<file path="config.mk">
export PLATFORM = sky130hd
export DESIGN_NAME = uart_tx_arbiter
export DESIGN_NICKNAME = d
export VERILOG_FILES = /design/src/rtl/uart_pkg.sv /design/src/rtl/uart_rr_pick.sv /design/src/rtl/uart_tx_arbiter.sv
export SDC_FILE = /design/constraint.sdc
export NUM_CORES = 1
export LEC_CHECK = 0
export CORE_MARGIN = 1
export CORE_UTILIZATION = 47
export CTS_CLUSTER_DIAMETER = 100
export DETAILED_ROUTE_END_ITERATION = 16
export GPL_TIMING_DRIVEN = 0
export PLACE_DENSITY = 0.79
export SYNTH_ARGS = -nofsm -noshare
export SYNTH_HDL_FRONTEND = slang
export SYNTH_SLANG_ARGS = --single-unit
</file>
<file path="constraint.sdc">
create_clock -name clk -period 2.3 [get_ports clk]
set_input_delay 0.46 -clock clk [delete_from_list [all_inputs] [get_ports clk]]
set_output_delay 0.46 -clock clk [all_outputs]
set_load 0.005 [all_outputs]
</file>
<file path="src/rtl/uart_pkg.sv">
// Purpose: shared types for the UART transmit arbiter and related UART glue.
//   arb_state_e : arbiter FSM states
//   uart_byte_t : one UART payload byte
package uart_pkg;

  localparam int unsigned BYTE_W = 8;
  localparam int unsigned WD_W   = 24;

  typedef enum logic {
    ARB_IDLE = 1'b0,
    ARB_WAIT = 1'b1
  } arb_state_e;

  typedef logic [BYTE_W-1:0] uart_byte_t;

endpackage

</file>
<file path="src/rtl/uart_rr_pick.sv">
// Purpose: combinational round-robin pick. Returns the first set bit of valid_i
// scanning ptr_i, ptr_i+1, ... wrapping at N (wrap by compare, so any N works).
// Ports:
//   valid_i [N]  request vector
//   ptr_i   [IW] index with highest priority
//   any_o        at least one request present
//   idx_o   [IW] winning index (0 when any_o=0)
module uart_rr_pick #(
  parameter int unsigned N  = 4,
  parameter int unsigned IW = (N > 1) ? $clog2(N) : 1
) (
  input  logic [N-1:0]  valid_i,
  input  logic [IW-1:0] ptr_i,
  output logic          any_o,
  output logic [IW-1:0] idx_o
);

  // Priority scan starting at ptr_i; first hit wins.
  always_comb begin
    int unsigned cand;
    cand  = 0;
    any_o = 1'b0;
    idx_o = '0;
    for (int unsigned k = 0; k < N; k++) begin
      cand = 32'(ptr_i) + k;
      if (cand >= N) cand = cand - N;
      if (!any_o && valid_i[IW'(cand)]) begin
        any_o = 1'b1;
        idx_o = IW'(cand);
      end
    end
  end

endmodule

</file>
<file path="src/rtl/uart_tx_arbiter.sv">
// Purpose: round-robin arbiter sharing one uart_tx byte transmitter among NREQ
// byte-stream clients. One byte is accepted per grant, a one-cycle start strobe
// goes to the transmitter, and the arbiter waits for frame completion. A
// watchdog aborts a frame whose completion never arrives.
// Optional feature: define UART_TX_ARB_LOCK_EN to add req_lock, which keeps the
// current winner at top priority after its frame (packet transfers).
// Ports:
//   clk, rst       clock, synchronous active-high reset
//   req_valid[N]   requester i has a byte pending (held until req_ready)
//   req_data[8N]   byte of requester i at [8*i+7:8*i]
//   req_lock[N]    (UART_TX_ARB_LOCK_EN only) keep priority after frame
//   req_ready[N]   one-cycle accept pulse to the granted requester
//   tx_data[8]     byte to the transmitter
//   tx_start       one-cycle start strobe to the transmitter
//   tx_done        frame-complete pulse from the transmitter
//   busy           frame in flight
//   grant_id       index of last granted requester
//   timeout_err    sticky watchdog flag, cleared only by rst
module uart_tx_arbiter
  import uart_pkg::*;
#(
  parameter int unsigned     NREQ        = 4,
  parameter logic [WD_W-1:0] TIMEOUT_CYC = 24'hFFFFFF,
  localparam int unsigned    GW          = $clog2(NREQ)
) (
  input  logic                   clk,
  input  logic                   rst,
  input  logic [NREQ-1:0]        req_valid,
  input  logic [NREQ*BYTE_W-1:0] req_data,
`ifdef UART_TX_ARB_LOCK_EN
  input  logic [NREQ-1:0]        req_lock,
`endif
  output logic [NREQ-1:0]        req_ready,
  output logic [BYTE_W-1:0]      tx_data,
  output logic                   tx_start,
  input  logic                   tx_done,
  output logic                   busy,
  output logic [GW-1:0]          grant_id,
  output logic                   timeout_err
);

  arb_state_e      state_q, state_d;
  logic [GW-1:0]   rr_ptr_q, rr_ptr_d;
  logic [GW-1:0]   grant_q, grant_d;
  uart_byte_t      data_q, data_d;
  logic [NREQ-1:0] ready_q, ready_d;
  logic            start_q, start_d;
  logic            busy_q, busy_d;
  logic            err_q, err_d;
  logic [WD_W-1:0] wd_q, wd_d;

  logic            pick_any;
  logic [GW-1:0]   pick_idx;
  uart_byte_t      pick_data;
  logic [GW-1:0]   rr_next;
  logic            wd_hit;

  uart_rr_pick #(
    .N  (NREQ),
    .IW (GW)
  ) u_pick (
    .valid_i (req_valid),
    .ptr_i   (rr_ptr_q),
    .any_o   (pick_any),
    .idx_o   (pick_idx)
  );

  assign pick_data = req_data[BYTE_W*32'(pick_idx) +: BYTE_W];

  // Pointer after a finished/aborted frame; wrap by compare for non-pow2 NREQ.
  always_comb begin
    rr_next = (grant_q == GW'(NREQ - 1)) ? '0 : grant_q + GW'(1);
`ifdef UART_TX_ARB_LOCK_EN
    if (req_lock[grant_q]) rr_next = grant_q;
`endif
  end

  assign wd_hit = (TIMEOUT_CYC != '0) && (wd_q == TIMEOUT_CYC - WD_W'(1));

  // Next-state and registered-output logic.
  always_comb begin
    state_d  = state_q;
    rr_ptr_d = rr_ptr_q;
    grant_d  = grant_q;
    data_d   = data_q;
    ready_d  = '0;
    start_d  = 1'b0;
    busy_d   = busy_q;
    err_d    = err_q;
    wd_d     = wd_q;
    case (state_q)
      ARB_IDLE: begin
        busy_d = 1'b0;
        wd_d   = '0;
        if (pick_any) begin
          ready_d = NREQ'(1) << pick_idx;
          start_d = 1'b1;
          data_d  = pick_data;
          grant_d = pick_idx;
          busy_d  = 1'b1;
          state_d = ARB_WAIT;
        end
      end
      ARB_WAIT: begin
        wd_d = wd_q + WD_W'(1);
        // tx_done coinciding with our own start strobe is stale; ignore it.
        if (tx_done && !start_q) begin
          rr_ptr_d = rr_next;
          busy_d   = 1'b0;
          state_d  = ARB_IDLE;
        end else if (wd_hit) begin
          err_d    = 1'b1;
          rr_ptr_d = rr_next;
          busy_d   = 1'b0;
          state_d  = ARB_IDLE;
        end
      end
      default: begin
        state_d = ARB_IDLE;
        busy_d  = 1'b0;
      end
    endcase
  end

  // State and output registers.
  always_ff @(posedge clk) begin
    if (rst) begin
      state_q  <= ARB_IDLE;
      rr_ptr_q <= '0;
      grant_q  <= '0;
      data_q   <= '0;
      ready_q  <= '0;
      start_q  <= 1'b0;
      busy_q   <= 1'b0;
      err_q    <= 1'b0;
      wd_q     <= '0;
    end else begin
      state_q  <= state_d;
      rr_ptr_q <= rr_ptr_d;
      grant_q  <= grant_d;
      data_q   <= data_d;
      ready_q  <= ready_d;
      start_q  <= start_d;
      busy_q   <= busy_d;
      err_q    <= err_d;
      wd_q     <= wd_d;
    end
  end

  assign req_ready   = ready_q;
  assign tx_data     = data_q;
  assign tx_start    = start_q;
  assign busy        = busy_q;
  assign grant_id    = grant_q;
  assign timeout_err = err_q;

endmodule
</file>
# Word-level counts from Yosys, hierarchy flattened

Cells that the tools add are included.

Logic and storage cells: 79
Register bits after elaboration: 44
Output and inout bits: 17
Input port bits: 39

Order comparisons: 8
Reduce and logical (&&, ||, !) cells: 14
Equal/unequal tests: 3
Bitwise operators: 3
Shifts and indexed selects: 2
Add/subtract/negate cells: 9
Muxes and demuxes: 31

Operator list:

| kind                                                                    | count |
|---|---|
| 24-bit case mux with 2 select lines                                     | 1 |
| 32-bit by 6-bit indexed part select with 8-bit output                   | 1 |
| 24-bit by 1-bit adder with 24-bit output, second input constant         | 1 |
| 24-bit equality test, second input constant                             | 1 |
| 2-bit two-way mux                                                       | 11 |
| 1-bit two-way mux                                                       | 13 |
| 2-bit by 3-bit < comparator with 1-bit output, second input constant    | 4 |
| 3-bit >= comparator, second input constant                              | 3 |
| 1-bit binary-select mux with 2-bit select                               | 4 |
| 2-bit by 1-bit subtractor with 2-bit output, second input constant      | 4 |
| 2-bit by 2-bit adder with 3-bit output, second input constant           | 2 |
| 1-bit logical AND                                                       | 4 |
| 1-bit zero test                                                         | 4 |
| 1-bit case mux with 2 select lines                                      | 2 |
| 2-bit AND reduction                                                     | 2 |
| 1-bit by 2-bit << shifter with 4-bit output, first input constant       | 1 |
| 2-bit by 1-bit adder with 3-bit output, second input constant           | 1 |
| 2-bit by 3-bit >= comparator with 1-bit output, second input constant   | 1 |
| 3-bit by 1-bit inequality test with 1-bit output, second input constant | 1 |
| 1-bit NOT                                                               | 3 |
| 3-bit AND reduction                                                     | 1 |
| 3-bit OR reduction                                                      | 1 |
| 2-bit by 1-bit adder with 2-bit output, second input constant           | 1 |
| 2-bit equality test, second input constant                              | 1 |
| other kinds (2)                                                         | 2 |

# Depth between registers and ports, before layout

Depth after elaboration: 16
Depth in mapped cells: 7
Gate-level depth less buffers: 6

# Cells and area by module

A second synthesis with hierarchy kept.

Cells, all modules: 237
Area, all modules: 2099.5 um2

Modules (own cells, without submodules):

| module          | cells an instance | seq. area each (um2) | instances | area each (um2) |
|---|---|---|---|---|
| uart_tx_arbiter | 222               | 880.8                | 1         | 2021.9 |
| uart_rr_pick    | 15                | 0.0                  | 1         | 77.6 |

# Worst setup path before layout

OpenSTA, ideal clock, no wires.

Kind: reg2reg
From: register wd_q[8]
To: register rr_ptr_q[0]
Stages on the path, launching flop included: 6
Setup time: 121 ps
Period minus slack after synthesis: 1749 ps
Buffers on the path: 0
Data required time: 2179 ps
Path slack: 551 ps
Arrival time: 1628 ps
Cell sequence: dfxtp_1 nand4_2 nor4_4 and3_1 o21ai_2 mux2_4

Longest elaborated chain between the ends: 3

RTL lines:

| what                          | RTL line               | RTL |
|---|---|---|
| start, declared               | uart_tx_arbiter.sv:50  | `logic [WD_W-1:0] wd_q, wd_d;` |
| start signal, assigned        | uart_tx_arbiter.sv:146 | `wd_q <= wd_d;` |
| 24-bit equality test          | uart_tx_arbiter.sv:78  | `assign wd_hit = (TIMEOUT_CYC != '0) && (wd_q == TIMEOUT_CYC - WD_W'(1));` |
| 2-bit nonzero test (no line)  | -                      |  |
| 2-bit AND reduction (no line) | -                      |  |
| end signal, assigned          | uart_tx_arbiter.sv:139 | `rr_ptr_q <= rr_ptr_d;` |
| end, declared                 | uart_tx_arbiter.sv:43  | `logic [GW-1:0] rr_ptr_q, rr_ptr_d;` |

Every way passes these cells.
A chain may end at the register's enable or synchronous reset.

# Worst setup path in the final report

From: input req_valid[0]
To: register data_q[5] (netlist: tx_data[5])

Longest elaborated chain between the ends: 13
Elaborated cells on any way between the ends: 24
Those cells by class: 1 x shift; 16 x mux; 7 x reduce/logical

RTL lines:

| what                                                                                                | RTL line               | RTL |
|---|---|---|
| start, declared                                                                                     | uart_tx_arbiter.sv:28  | `input logic [NREQ-1:0] req_valid,` |
| 1-bit binary-select mux with 2-bit select                                                           | uart_rr_pick.sv:27     | `if (!any_o && valid_i[IW'(cand)]) begin` |
| 1-bit two-way mux (not written as such)                                                             | uart_rr_pick.sv:27     |  |
| 1-bit two-way mux                                                                                   | uart_rr_pick.sv:27     |  |
| 1-bit zero test                                                                                     | uart_rr_pick.sv:27     |  |
| 1-bit logical AND                                                                                   | uart_rr_pick.sv:27     |  |
| 1-bit two-way mux                                                                                   | uart_rr_pick.sv:27     |  |
| 1-bit zero test                                                                                     | uart_rr_pick.sv:27     |  |
| 1-bit logical AND                                                                                   | uart_rr_pick.sv:27     |  |
| 1-bit two-way mux                                                                                   | uart_rr_pick.sv:27     |  |
| 1-bit zero test                                                                                     | uart_rr_pick.sv:27     |  |
| 1-bit logical AND                                                                                   | uart_rr_pick.sv:27     |  |
| 2-bit two-way mux / 1-bit two-way mux (equally long branches)                                       | uart_rr_pick.sv:27     |  |
| 32-bit by 6-bit indexed part select with 8-bit output / 2-bit AND reduction (equally long branches) | -                      |  |
| end signal, assigned                                                                                | uart_tx_arbiter.sv:141 | `data_q <= data_d;` |
| end, declared                                                                                       | uart_tx_arbiter.sv:45  | `uart_byte_t data_q, data_d;` |

Parallel ways exist; a longest one is shown, timed or not. The select of a mux whose other input is x is not followed.

==> metrics.md <==
| Metric | Value |
|---|---|
| Clk_skew | `approximately 0.0036 ns` |
| Cell chosen for the clock root | `clkbuf_8` |
| Final setup viols | `0` |
| Asr flop ratio synth | `0` |
| Initial antenna violation count | `0` |
| CTS tree | `yes` |
| Top-count cell post-synth | `dfxtp_1` |
| Skew-Pair Late Insertion Delay | `0.30 ns` |
| Post-cts sizing count | `0` |
| Crit-path max FO | `10` |
| Cell Rows | `23` |
| Reg2reg start | `wd_q[8]$_SDFF_PP0_` |
| Tmin final | `between 1.5 and 2 ns` |
| Vias in the first global route | `~1,600` |
| CP Buf/Inv Count | `2` |
| Worst setup EP type | `flop` |
| CTS H-tree lvls | `2` |
| Hold Path End | `tx_data[4]$_SDFFE_PP0P_` |
| Logic pwr share | `0.173` |
| GR Overflow Total | `0` |
| Endpoints failing hold | `0` |
| Reg power frac | `0.510` |
| First-pass GRT wire length | `approximately 7 mm` |
| CP delay by family, top | `buffers and inverters` |
| Distinct cells, synth | `32` |
| Detail Placement HPWL | `about 3.2 mm` |
| Required time of the critical path | `approximately 2.5 ns` |
| Syn avg cell area | `a little over 9 µm²` |
| Final worst slack | `between 0.3 and 0.4 ns` |
| Detailed router's first-iteration violation count | `50` |
| Critical Path Max Stage Delay | `0.54 ns` |
| Fmax | `about 500 MHz` |
| Reg2Reg Depth | `5` |
| Placer Congestion | `~0.77` |
| Post CTS Setup Buffer Count | `0` |
| Final #Nets | `about 320` |
| Ys flop type | `dfxtp_1` |
| Unrepaired setup endpoints after global routing | `no` |
| Num ports | `56` |
| Setup TNS Final | `0 ns` |
| Worst Setup Start Kind | `primary input` |
| Core footprint | `slightly above 4000 µm²` |
| Relative slew margins | `0.5845` |
| Area Overhead vs Synth | `35.11%` |
| Top cell type's share of synthesized area | `0.4422` |
| Most used cell, CP | `nor2_1` |
| N_diodes | `0` |
| R2R setup slack | `around 0.35 ns` |
| Yosys reg bits | `44` |
| Warnings, synthesis | `0` |
| Die span in y | `between 60 and 70 µm` |
| Number of vias per cell | `5.205` |
| Pleak | `between 1 and 1.5 nW` |
| Worst-margin pin slew | `~0.62 ns` |
| Psw | `383.0 µW` |
| Final core utilization | `0.6680` |
| Worst Hold Launch | `tx_data[4]$_SDFFE_PP0P_` |
| Placement Setup Slack | `approximately 0.022 ns` |
| P_int | `roughly 1.2 mW` |
| Crit-path cells | `clkdlybuf4s50_1 > nor2_1 > a21o_1 > nor2_1 > nand2b_1 > clkbuf_1 > o221ai_1` |
| Worst R2R End | `rr_ptr_q[0]$_SDFFE_PP0P_` |
| Worst Setup Path Type | `in2reg` |
| Part of the cycle the worst path needs | `0.8569` |
| Clock transition at path regs | `~0.07 ns` |
| Yosys top cell by area | `dfxtp_1` |
| Initial cell density of the core | `0.4944` |
| Worst EP arrival | `around 2.2 ns` |
| Port bufs | `54` |
| Largest net degree at the start of global routing | `13` |
| Post-Syn Area | `1992 µm²` |
| DRC Markers | `0` |
| Die Wd | `between 60 and 70 µm` |
| Final Max Tran Viols | `0` |
| Hold Buf Count CTS | `0` |
| Via Count | `roughly 1,700` |
| DRT antenna net count | `0` |
| Clock share of power | `0.317` |
| Pwr dens | `about 600 nW/µm²` |
| Post-synth top cells | `44 x dfxtp_1, 38 x nor2_1, 19 x nand2_1, 17 x mux2i_1, 17 x xor2_1` |
| Num CTS Buffers | `5` |
| Layout cell share with drive strength beyond 1 | `0.04982` |
| Clock Path Buffers | `2` |
| Max-Cap Viols | `0` |
| Leading post-synthesis cells by cell area | `dfxtp_1 44%, mux2i_1 8.5%, xor2_1 7.5%` |
| Post-synthesis sequential area ratio | `0.4422` |
| WL/cell | `13.10 µm` |
| Total Routing Usage GR | `0.2060` |
| Cells on Worst Hold Path | `2` |
| Mapped Nets | `262` |
| First-pass iteration count of the detailed router | `4` |
| Status | `complete, no violations` |
| WL final | `4.337 mm` |
| Worst VDD drop | `approximately 340 µV` |
| Hold WC Path Type | `reg2reg` |
| Die area | `around 4500 µm²` |
| EDFF count, synth | `0` |
| Mapped Cells | `220` |
| Switch share | `0.2364` |
| CP max-delay cell | `clkdlybuf4s50_1` |
| TritonCTS Sinks | `44` |
how the worst max path moves through the flow:
stage	endpoint	depth (start not counted)	slack (ns)	startpoint
final	tx_data[5]$_SDFFE_PP0P_	7	0.33	req_valid[0]
after global routing	tx_data[4]$_SDFFE_PP0P_	7	0.16	req_valid[0]
after CTS	tx_data[5]$_SDFFE_PP0P_	7	0.33	req_valid[0]
after detailed placement	tx_data[5]$_SDFFE_PP0P_	7	0.02	req_valid[0]
after global placement	tx_data[5]$_SDFFE_PP0P_	7	0.03	req_valid[0]
after floorplan	rr_ptr_q[0]$_SDFFE_PP0P_	5	0.55	wd_q[8]$_SDFF_PP0_
worst min-delay path, stage by stage, from the launching register on:
cell	delay [ns]
dfxtp_1	0.33
nand2_1	0.05
o221ai_1	0.06
per-layer routing:
layer  global-route usage  vias to the layer above  routed length (µm)
met1               0.2207                      804                1829
met2               0.3688                       33                2219
met5                    0                        -                   0
met3              0.04795                        8                 193
met4               0.1117                        0                  94
li1                     -                      878                   -
layout by cell type (no fill, tap or decap):
| master | n |
|---|---|
| nand4_1 | 4 |
| nor2b_1 | 1 |
| and3_1 | 7 |
| a31o_2 | 1 |
| nor2_1 | 38 |
| inv_1 | 6 |
| xor2_1 | 17 |
| o21ai_2 | 1 |
| o22a_1 | 1 |
| dfxtp_1 | 44 |
| a21oi_1 | 6 |
| ha_1 | 3 |
| nor4_4 | 1 |
| mux2_4 | 1 |
| and4_1 | 4 |
| a2bb2oi_1 | 1 |
| nand2b_1 | 6 |
| nor3_1 | 1 |
| clkbuf_1 | 7 |
| clkdlybuf4s50_1 | 54 |
| nand4_2 | 1 |
| nand3_1 | 11 |
| xnor2_1 | 4 |
| clkbuf_8 | 7 |
| or3_1 | 1 |
| buf_2 | 2 |
| a211o_1 | 1 |
| o221ai_1 | 8 |
| o22ai_1 | 1 |
| a21o_1 | 3 |
| mux2i_1 | 17 |
| a31oi_1 | 1 |
| o21ai_0 | 1 |
| nand2_1 | 19 |
power by group through the flow:
stage | Sequential [mW] | Combinational, mW | Clock (mW)
6_report | 0.826 | 0.281 | 0.513
5_1_grt | 0.832 | 0.307 | 0.558
4_1_cts | 0.826 | 0.285 | 0.528
3_5_place_dp | 0.844 | 0.283 | 0
3_3_place_gp | 0.842 | 0.279 | 0
2_1_floorplan | 0.845 | 0.122 | 0
layout make-up:
type / instances / area [µm²]
fill: 339 / 1338
multi-input combinational: 161 / 1052
sequential: 44 / 880.8
timing repair buffer: 54 / 540.5
clock buffer: 7 / 96.34
tap: 50 / 62.56
buffer: 9 / 36.28
inverter: 6 / 22.52
kinds of logic (layout without fill, tap and decap cells):
family | Yosys count | in the layout | share of synthesized area
AND/OR/NAND/NOR | 94 | 94 | 0.2318
AO/OA/AOI/OAI | 25 | 25 | 0.09234
adder cells (fa/ha/maj) | 3 | 3 | 0.01885
flip-flops | 44 | 44 | 0.4422
buffers and inverters | 15 | 76 | 0.02952
XOR/XNOR | 21 | 21 | 0.09233
multiplexers | 18 | 18 | 0.09296
state kept, by name, indices dropped and copies added (netlist names):
signal and cells:
busy 1, grant_id 2, req_ready 4, rr_ptr_q 2, state_q 1, timeout_err 1, tx_data 8, tx_start 1
wd_q 24
per-stage QoR:
step	area (µm²)	instances	hold slack [ns]	power [mW]
2_1_floorplan	1992	220	0.4374	0.9665
3_3_place_gp	2595	324	0.4430	1.121
3_5_place_dp	2595	324	0.4527	1.127
4_1_cts	2691	331	0.4708	1.639
5_1_grt	2691	331	0.4942	1.698
6_report	2691	331	0.4674	1.620
Power figures use the tool's default switching activity.
